<file path="src/rtl/alu_serial_ctrl.sv">
// Bit-serial ALU sequencer: drives a 1-bit ALU slice LSB-first over WIDTH cycles
// and assembles the result and final carry behind a start/busy/done handshake.

module ALU (
  input  logic [2:0] M,
  input  logic       a,
  input  logic       b,
  input  logic       c,
  output logic       out,
  output logic       next
);
  // M: 000 add, 001 and, 010 or, 011 xor, 100 xnor; other codes give 0
  always_comb begin
    out  = 1'b0;
    next = 1'b0;
    case (M)
      3'b000: begin
        out  = a ^ b ^ c;
        next = (a & b) | (c & (a ^ b));
      end
      3'b001:  out = a & b;
      3'b010:  out = a | b;
      3'b011:  out = a ^ b;
      3'b100:  out = ~(a ^ b);
      default: out = 1'b0;
    endcase
  end
endmodule

module alu_serial_ctrl #(
  parameter int WIDTH = 8,
  parameter int CNT_W = 4
) (
  input  logic             clk,
  input  logic             rst_n,
  input  logic             start,
  input  logic [2:0]       op,
  input  logic [WIDTH-1:0] a,
  input  logic [WIDTH-1:0] b,
  input  logic             cin,
  output logic             busy,
  output logic             done,
  output logic [WIDTH-1:0] result,
  output logic             cout
);
  typedef enum logic [1:0] {S_IDLE, S_RUN, S_DONE} state_e;

  localparam logic [2:0]       OP_ADD   = 3'b000;
  localparam logic [CNT_W-1:0] CNT_LAST = CNT_W'(WIDTH - 1);

  state_e           state_q;
  logic [WIDTH-1:0] a_sh_q, b_sh_q, result_q;
  logic [2:0]       op_q;
  logic             carry_q, cout_q, busy_q, done_q;
  logic [CNT_W-1:0] cnt_q;

  logic slice_out, slice_next;
  logic bit_d, carry_d;

  ALU u_slice (
    .M    (op_q),
    .a    (a_sh_q[0]),
    .b    (b_sh_q[0]),
    .c    (carry_q),
    .out  (slice_out),
    .next (slice_next)
  );

  // Reserved ops insert zeros regardless of what the slice produces.
  always_comb begin
    bit_d   = (op_q > 3'b100) ? 1'b0 : slice_out;
    carry_d = (op_q == OP_ADD) ? slice_next : 1'b0;
  end

  // NOTE: every register here uses <= so all updates see pre-edge values;
  // the shift registers are reset too, which is cheap at this width.
  always_ff @(posedge clk) begin
    if (!rst_n) begin
      state_q  <= S_IDLE;
      a_sh_q   <= '0;
      b_sh_q   <= '0;
      op_q     <= '0;
      carry_q  <= 1'b0;
      cnt_q    <= '0;
      result_q <= '0;
      cout_q   <= 1'b0;
      busy_q   <= 1'b0;
      done_q   <= 1'b0;
    end else begin
      case (state_q)
        S_IDLE: begin
          if (start) begin
            a_sh_q   <= a;
            b_sh_q   <= b;
            op_q     <= op;
            carry_q  <= (op == OP_ADD) ? cin : 1'b0;
            cnt_q    <= '0;
            result_q <= '0;
            cout_q   <= 1'b0;
            busy_q   <= 1'b1;
            state_q  <= S_RUN;
          end
        end
        S_RUN: begin
          a_sh_q   <= a_sh_q >> 1;
          b_sh_q   <= b_sh_q >> 1;
          result_q <= {bit_d, result_q[WIDTH-1:1]};
          carry_q  <= carry_d;
          cnt_q    <= cnt_q + CNT_W'(1);
          if (cnt_q == CNT_LAST) begin
            cout_q  <= carry_d;
            done_q  <= 1'b1;
            state_q <= S_DONE;
          end
        end
        S_DONE: begin
          done_q  <= 1'b0;
          busy_q  <= 1'b0;
          state_q <= S_IDLE;
        end
        default: state_q <= S_IDLE;
      endcase
    end
  end

  assign busy   = busy_q;
  assign done   = done_q;
  assign result = result_q;
  assign cout   = cout_q;
endmodule

</file>
<file path="config.mk">
export PLATFORM = sky130hd
export DESIGN_NAME = alu_serial_ctrl
export DESIGN_NICKNAME = d
export VERILOG_FILES = /design/src/rtl/alu_serial_ctrl.sv
export SDC_FILE = /design/constraint.sdc
export NUM_CORES = 1
export LEC_CHECK = 0
export ABC_AREA = 1
export ABC_CLOCK_PERIOD_IN_PS = 1300
export CAP_MARGIN = 5
export CORE_ASPECT_RATIO = 0.9
export CORE_UTILIZATION = 30
export CTS_CLUSTER_DIAMETER = 100
export CTS_CLUSTER_SIZE = 14
export DETAILED_ROUTE_END_ITERATION = 16
export GPL_ROUTABILITY_DRIVEN = 0
export SLEW_MARGIN = 10
export SYNTH_ARGS = -nofsm -noshare
export SYNTH_HDL_FRONTEND = slang
export SYNTH_SLANG_ARGS = --single-unit
export TNS_END_PERCENT = 1
</file>
<file path="constraint.sdc">
create_clock -name clk -period 1.3 [get_ports clk]
set_input_delay 0.26 -clock clk [delete_from_list [all_inputs] [get_ports clk]]
set_output_delay 0.26 -clock clk [all_outputs]
set_load 0.05 [all_outputs]
</file>
Yosys cells after proc, flatten, opt, wreduce, memory -nomap -nowiden
Index checks and enable logic that the tools add are counted.
Widths: inputs -> output; s select.
- add/sub/neg operators: 1
- order comparisons: 1
- eq/ne operators: 9
- mux-type cells: 24
- bitwise logic cells: 7
- reductions and logical operators: 12
- operator list (kind ; number):
    $pmux 8 s2 ; 3
    $mux 8 ; 3
    $reduce_and 2->1 ; 5
    $mux 1 ; 8
    $pmux 1 s2 ; 4
    $pmux 4 s2 ; 1
    $eq 3x2->1 const B ; 2
    $logic_not 3->1 ; 2
    $reduce_bool 2->1 ; 3
    $pmux 1 s5 ; 1
    $add 4x1->4 const B ; 1
    $eq 4x3->1 const B ; 1
    $mux 2 ; 2
    $mux 4 ; 1
    $ne 2x2->1 const B ; 2
    $pmux 2 s2 ; 1
    $eq 3x1->1 const B ; 1
    $eq 3x3->1 const B ; 1
    $gt 3x3->1 const B ; 1
    $reduce_and 3->1 ; 1
    $and 1x1->1 ; 2
    $eq 2x1->1 const B ; 1
    $eq 2x2->1 const B ; 1
    $logic_not 2->1 ; 1
    other kinds (3) ; 5
- flip-flop bits (word level): 37
- input port bits: 23
- output and inout port bits: 11
- logic and storage cells: 64

Depth between registers and ports, before layout
Gate-level depths: netlist of the first run.
- depth in word-level cells: 6
- depth in mapped cells: 9
- depth with buffers taken out: 9

By module
A second synthesis of the first run with hierarchy kept.
- cell total of the unflattened synthesis: 223
- area, all modules: 1611.5 um^2
- modules (own cells, without submodules) (module ; times used ; cells an instance ; area an instance (um^2) ; sequential area each (um^2)):
    alu_serial_ctrl ; 1 ; 204 ; 1495.2 ; 740.7
    ALU ; 1 ; 19 ; 116.4 ; 0.0

Least setup slack after synthesis of the first run
No wires, ideal clock.
- kind: register to register
- start: register carry_q
- end: register result_q[7], in the netlist result[7]
- setup time: 72 ps
- arrival time: 1237 ps
- required time: 1228 ps
- path slack: -10 ps
- cell stages (with the launch flop): 10
- path buffers: 0
- clock period less this slack: 1310 ps
- path through: dfxtp_1 > fa_1 > inv_1 > nand2_1 > nand3_1 > nand2_1 > nand2_1 > nand2_1 > nand2_1 > a21oi_1
- word-level cells in the longest chain between the ends: 4
- ends and longest elaborated chain (what ; RTL line ; text):
    start, declared ; 54 ; logic carry_q, cout_q, busy_q, done_q;
    start signal, assigned ; 96 ; carry_q <= (op == OP_ADD) ? cin : 1'b0;
    start signal, assigned ; 108 ; carry_q <= carry_d;
    $xor 1x1->1 ; 18 ; out = a ^ b ^ c;
    $pmux 1 s5 ; 16 ; case (M)
    $mux 1 ; 71 ; bit_d = (op_q > 3'b100) ? 1'b0 : slice_out;
    $pmux 8 s2 ; 90 ; case (state_q)
    end signal, assigned ; 107 ; result_q <= {bit_d, result_q[WIDTH-1:1]};
    end, declared ; 52 ; logic [WIDTH-1:0] a_sh_q, b_sh_q, result_q;
Every way passes these cells.
A chain may end at the register's enable or synchronous reset.

Final worst setup path of the first run
Ends and elaborated chain as after synthesis.

==> qor.txt, run 1 <==
Status: finished with violations
Placement Setup Slack: -0.237 ns
FMAX: 702 MHz
Setup repair after global routing missed its margin: yes
Worst Setup Slack, final: -0.124 ns
Delay-heaviest family, CP: adder cells
CP startpoint: carry_q$_SDFFE_PN0P_
Worst relative slew slack: 0.852
Max Slew Vio Count: 0
Yosys cell types: 27
Max clock buf depth: 2
Peak supply drop: 0.444 mV
Crit path max-delay cell type: fa_1
Register area share after synthesis: 0.461
Post-Syn Area per Cell: 8.15 um^2
Most frequent cells in the layout: nor2_1 (34), dfxtp_1 (34), nand2_1 (25)
Post-synthesis xor/xnor area fraction: 0
Gate Count Post-Synth: 197
Post-layout min period: 1.42 ns
Vias in the first global route: 1,349
Hpwl dp: 2440 um
Initial Util: 0.322
Worst Path Required: 1.52 ns
Area grow syn2layout: 42.6%
Violated checks: negative setup slack
Core footprint: 0.00498 mm^2
Reg2Reg Depth: 9
Clk_skew: 0.00622 ns
Synth warn: 0
Drt wl/cell: 11.0 um
Vias: 1,405
Die ar.: 0.00565 mm^2
IO Pins: 34
Synth Cell Area: 0.00161 mm^2
Htree depth: 2
Reg clk slew, reported paths: 0.07 ns
Share of cells above drive strength 1: 0.237
CTS tree: yes
Max incr delay on CP: 0.52 ns
Post-synthesis register bit count: 37
CTS Root Cell: clkbuf_8
Detailed Route WL: 3350 um
Power per cell area: 1090 mW/mm^2
Initial antenna violation count: 0
Global-route wire length before repair: 5850 um
Clk Latency, worst-skew pair: 0.28 ns
Num CTS Buffers: 5
WP depth: 9
Adder and majority gate portion of the synthesized area: 0.0359
CP Class: register to register
Number of max-cap violations: 0
Post-layout util: 0.459
Hold Path Origin: cnt_q[0]$_SDFFE_PN0P_
# nets final: 268
Drt drc: 0
DR iter-0 viols: 77
Setup TNS Final: -0.124 ns
Element type at the critical path start: register
Syn_nets: 224
CP max FO: 2
# diodes: 0
Overflow after GRT: 0
# rows: 24
Worst Max-Slew Pin Slew: 0.219 ns
Setup Viol. Count Final: 1
TritonCTS Sinks: 37
DRT antenna net count: 0
TritonRoute pass-1 iters: 4
Main combinational cell family by area after synthesis: simple AND/OR/NAND/NOR gates
Synth Area in Compound Gates: 0.158
Die Height: 71.4 um
Tot GR Track Use: 0.135
Final hold vios: 0
Setup crit end: result[7]$_SDFFE_PN0P_
Crit. End Element: register
Die span in x: 79.1 um
Reg-to-Reg End: result[7]$_SDFFE_PN0P_
I/O Buffers: 33
Vias per cell: 4.59
Post-synthesis mux area share: 0
Postcts setup bufs: 0
Leakage: 0.925 nW
Worst Hold Class: register to register
CP dominant cell by count: nand2_1
Post-Synth Simple-Gate Area: 0.270
Largest net degree at the start of global routing: 24
RR Startpoint: carry_q$_SDFFE_PN0P_
R2R setup slack: -0.12 ns
Critical path buffer and inverter count: 1
Crit path DAT: 1.64 ns
Tcrit/Tclk final: 1.10
CP cell instances: fa_1 > inv_1 > nand2_1 > nand3_1 > nand2_1 > nand2_1 > nand2_1 > nand2_2 > a21oi_2
[worst min-delay path by stage]
| stage | slack [ns] | cells after the start | end |
|---|---|---|---|
| floorplan | 0.41 | 2 | a_sh_q[7]$_SDFFE_PN0P_ |
| global placement | 0.44 | 2 | b_sh_q[7]$_SDFFE_PN0P_ |
| detailed placement | 0.45 | 2 | b_sh_q[7]$_SDFFE_PN0P_ |
| CTS | 0.46 | 2 | b_sh_q[7]$_SDFFE_PN0P_ |
| global route | 0.47 | 2 | b_sh_q[7]$_SDFFE_PN0P_ |
| finish | 0.44 | 1 | cnt_q[0]$_SDFFE_PN0P_ |
[cells by family (layout without fill, tap and decap cells)]
kind of cell             after synthesis  in the layout
flip-flops                            37             37
AND/OR/NAND/NOR                       86             86
AO/OA/AOI/OAI                         45             45
adder cells (fa/ha/maj)                4              4
buffers and inverters                 25             69
[cell type report]
cell class / instances / area [um^2]
fill: 524 / 2700
clock buffer: 7 / 86.3
tap: 65 / 81.3
inverter: 16 / 62.6
sequential: 37 / 744
multi-input combinational: 135 / 751
timing repair buffer: 46 / 563
[synth_stat cells, drive strengths merged]
| master | n | area, um^2 |
|---|---|---|
| a211oi | 2 | 25.0 |
| a21oi | 13 | 65.1 |
| a22oi | 1 | 7.51 |
| buf | 7 | 52.5 |
| clkbuf | 2 | 7.51 |
| clkinv | 1 | 3.75 |
| dfxtp | 37 | 741 |
| fa | 1 | 20.0 |
| ha | 3 | 37.5 |
| inv | 15 | 56.3 |
| nand2 | 28 | 115 |
| nand3 | 7 | 35.0 |
| nand4 | 2 | 12.5 |
| nor2 | 36 | 145 |
| nor3 | 13 | 125 |
| o211ai | 2 | 15.0 |
| o21ai | 22 | 110 |
| o22ai | 5 | 31.3 |
[where the power goes]
group	total, mW	leakage [nW]	switching (mW)	internal, mW
clock network	0.795	0.0443	0.375	0.420
registers	1.25	0.305	0.0428	1.20
logic	0.449	0.576	0.232	0.217
total	2.49	0.925	0.650	1.84
[registers in the layout, summed over array words and instances, names as in the netlist]
signal	flops
cnt_q	4
state_q	2
result	8
a_sh_q	8
carry_q	1
op_q	3
cout	1
done	1
busy	1
b_sh_q	8
[what timing repair did]
item / in CTS / in global routing
pin swaps: 1 / 1
endpoints found under the setup margin: 2 / 3
resized for setup: 4 / 2
hold buffers: 0 / 0
[stage by stage]
stage	area (um^2)	total power, mW	hold WS, ns	cells
3_5_place_dp	2190	1.72	0.448	299
6_report	2290	2.49	0.440	306
4_1_cts	2290	2.54	0.458	306
5_1_grt	2290	2.64	0.472	306
3_3_place_gp	2190	1.72	0.445	299
2_1_floorplan	1610	1.53	0.407	197
[metal layers]
layer,up-vias,GRT usage,part of all wire
met3,5,0.0395,0.046
met2,20,0.224,0.47
met5,-,0,0
met4,0,0.0727,0.020
met1,641,0.158,0.47
li1,739,-,-
[worst register-to-register path, stage by stage, from the launching register on]
cell,delay (ns)
dfxtp_2,0.33
fa_1,0.52
inv_1,0.04
nand2_1,0.05
nand3_1,0.06
nand2_1,0.06
nand2_1,0.05
nand2_1,0.07
nand2_2,0.07
a21oi_2,0.11
Power figures use the tool's default switching activity.
==> inputs of run 2 (changes only) <==
--- a/config.mk
+++ b/config.mk
@@ -7,14 +7,14 @@
 export LEC_CHECK = 0
 export ABC_AREA = 1
 export ABC_CLOCK_PERIOD_IN_PS = 1300
-export CAP_MARGIN = 5
+export CAP_MARGIN = 20
 export CORE_ASPECT_RATIO = 0.9
 export CORE_UTILIZATION = 30
 export CTS_CLUSTER_DIAMETER = 100
 export CTS_CLUSTER_SIZE = 14
 export DETAILED_ROUTE_END_ITERATION = 16
 export GPL_ROUTABILITY_DRIVEN = 0
-export SLEW_MARGIN = 10
+export SLEW_MARGIN = 20
 export SYNTH_ARGS = -nofsm -noshare
 export SYNTH_HDL_FRONTEND = slang
 export SYNTH_SLANG_ARGS = --single-unit
==> results of run 2 <==
No change in the layout: final DEF, timing and power equal those of run 1.
==> inputs of run 3 (changes only) <==
--- a/config.mk
+++ b/config.mk
@@ -6,14 +6,14 @@
 export NUM_CORES = 1
 export LEC_CHECK = 0
 export ABC_AREA = 1
-export ABC_CLOCK_PERIOD_IN_PS = 1300
 export CAP_MARGIN = 20
 export CORE_ASPECT_RATIO = 0.9
-export CORE_UTILIZATION = 30
+export CORE_UTILIZATION = 45
 export CTS_CLUSTER_DIAMETER = 100
 export CTS_CLUSTER_SIZE = 14
 export DETAILED_ROUTE_END_ITERATION = 16
 export GPL_ROUTABILITY_DRIVEN = 0
+export PLACE_DENSITY = 0.75
 export SLEW_MARGIN = 20
 export SYNTH_ARGS = -nofsm -noshare
 export SYNTH_HDL_FRONTEND = slang
==> run 3 against run 2 <==
Compared with the run above: the run still ends with negative setup slack left; non-clock buffer count is the same; cell count shrank 6.5%; via count grew 0.50%; global-route usage grew 6.4 points; clock power grew 48%; hold slack gained 0.030 ns.
==> qor.txt, run 3 (synthesized netlist as in run 1, its figures left out) <==
Status: finished with violations
Violated checks: negative setup slack
Most common cell after layout, fill and taps aside: dfxtp_1
Vias in the first global route: 1,333
Max clock buf depth: 2
Number of max-cap violations: 0
Crit. End Element: register
DR iter-0 viols: 46
R2R setup slack: -0.11 ns
Hpwl dp: 2370 um
Peak supply drop: 0.868 mV
Htree depth: 2
Largest net degree at the start of global routing: 24
CP max FO: 2
Worst Max-Slew Pin Slew: 0.354 ns
Drt wl/cell: 11.4 um
Worst Setup Slack, final: -0.112 ns
Initial Util: 0.472
Max incr delay on CP: 0.53 ns
Delay-heaviest family, CP: adder cells
Reg-to-Reg End: result[7]$_SDFFE_PN0P_
CP Class: register to register
Tcrit/Tclk final: 1.09
Placement Setup Slack: -0.214 ns
Core footprint: 0.00340 mm^2
WHS Path Cells: 2
FMAX: 708 MHz
Setup Viol. Count Final: 1
Final hold vios: 0
Post-layout min period: 1.41 ns
Max Slew Vio Count: 0
Element type at the critical path start: register
Final Total Pwr: 2.88 mW
WP depth: 9
Global-route wire length before repair: 5580 um
TritonCTS Sinks: 37
Detailed Route WL: 3260 um
Num CTS Buffers: 5
Area grow syn2layout: 43.6%
Hold Path Origin: b_sh_q[7]$_SDFFE_PN0P_
Worst Hold Class: register to register
DRT antenna net count: 0
CTS tree: yes
CTS Root Cell: clkbuf_8
CP cell instances: fa_1 > inv_1 > nand2_1 > nand3_1 > nand2_1 > nand2_1 > nand2_1 > nand2_2 > a21oi_2
Share of cells above drive strength 1: 0.240
Overflow after GRT: 0
Tot GR Track Use: 0.199
Die span in x: 65.0 um
# diodes: 0
Setup repair after global routing missed its margin: yes
Die Height: 58.7 um
IO Pins: 34
Clk_skew: 0.00895 ns
Clk Latency, worst-skew pair: 0.30 ns
Vias: 1,412
Post-layout util: 0.678
Vias per cell: 4.94
Crit path DAT: 1.64 ns
CP dominant cell by count: nand2_1
I/O Buffers: 33
Drt drc: 0
Worst relative slew slack: 0.764
RR Startpoint: carry_q$_SDFFE_PN0P_
Leakage: 0.949 nW
# rows: 20
Worst Path Required: 1.53 ns
Initial antenna violation count: 0
Critical path buffer and inverter count: 1
Reg2Reg Depth: 9
Power per cell area: 1250 mW/mm^2
Die ar.: 0.00381 mm^2
Most frequent cells in the layout: dfxtp_1 (35), nor2_1 (34), nand2_1 (25)
# nets final: 268
TritonRoute pass-1 iters: 6
Reg clk slew, reported paths: 0.08 ns
Crit path max-delay cell type: fa_1
Number of fill cells in the layout: 290
Worst Hold End: b_sh_q[7]$_SDFFE_PN0P_
==> run 3: cell count changes in the layout (fill, tap and decap cells not counted), sizes merged <==
cell / delta
bufinv: +2
clkinv: +1
clkbuf: -2
==> run 3: per-layer routing <==
metal,global-route usage,wire length [um],part of all wire,vias to the layer above
met5,0,0,0,-
li1,-,-,-,741
met2,0.330,1430,0.44,30
met1,0.223,1560,0.48,637
met3,0.0853,205,0.063,4
met4,0.0857,64,0.020,0
==> run 3: layout make-up <==
cell class | instances | area (um^2) | area share
timing repair buffer | 46 | 563 | 0.244
tap | 44 | 55.1 | 0.0239
multi-input combinational | 135 | 751 | 0.326
sequential | 37 | 743 | 0.322
clock inverter | 3 | 65.1 | 0.0282
clock buffer | 5 | 68.8 | 0.0298
inverter | 16 | 60.1 | 0.0260
==> run 3: what timing repair did <==
| item | CTS | global route |
|---|---|---|
| endpoints found under the hold margin | 0 | 0 |
| setup endpoints to repair | 1 | 20 |
| buffers inserted | 0 | 0 |
| hold buffers | 0 | 0 |
| resized for setup | 1 | 4 |
==> run 3: worst max-delay path by stage <==
stage	from	end	slack, ns
after global placement	start	b_sh_q[0]$_SDFFE_PN0P_	-0.17
after CTS	carry_q$_SDFFE_PN0P_	result[7]$_SDFFE_PN0P_	-0.12
final	carry_q$_SDFFE_PN0P_	result[7]$_SDFFE_PN0P_	-0.11
after floorplan	carry_q$_SDFFE_PN0P_	result[7]$_SDFFE_PN0P_	-0.01
after detailed placement	start	a_sh_q[6]$_SDFFE_PN0P_	-0.21
after global routing	carry_q$_SDFFE_PN0P_	result[7]$_SDFFE_PN0P_	-0.25
==> run 3: report_power, final <==
| part | switching (mW) | total [mW] | leakage (nW) | internal (mW) |
|---|---|---|---|---|
| Clock | 0.416 | 1.18 | 0.0681 | 0.762 |
| Combinational | 0.232 | 0.449 | 0.576 | 0.217 |
| Sequential | 0.0443 | 1.25 | 0.304 | 1.20 |
| Total | 0.693 | 2.88 | 0.949 | 2.18 |
==> run 3: stage by stage <==
stage	cell area, um^2	setup TNS (ns)	hold WS (ns)	cells
2_1_floorplan	1610	-0.00956	0.407	197
3_3_place_gp	2160	-4.58	0.452	278
3_5_place_dp	2160	-5.09	0.457	278
4_1_cts	2300	-0.124	0.468	286
5_1_grt	2310	-1.38	0.482	286
6_report	2310	-0.112	0.470	286
==> run 3: worst min-delay path, delay by kind of cell, from the launching register on <==
| kind | cells | cell delay, ns |
|---|---|---|
| flops | 1 | 0.31 |
| simple gates | 1 | 0.06 |
| compound gates | 1 | 0.05 |
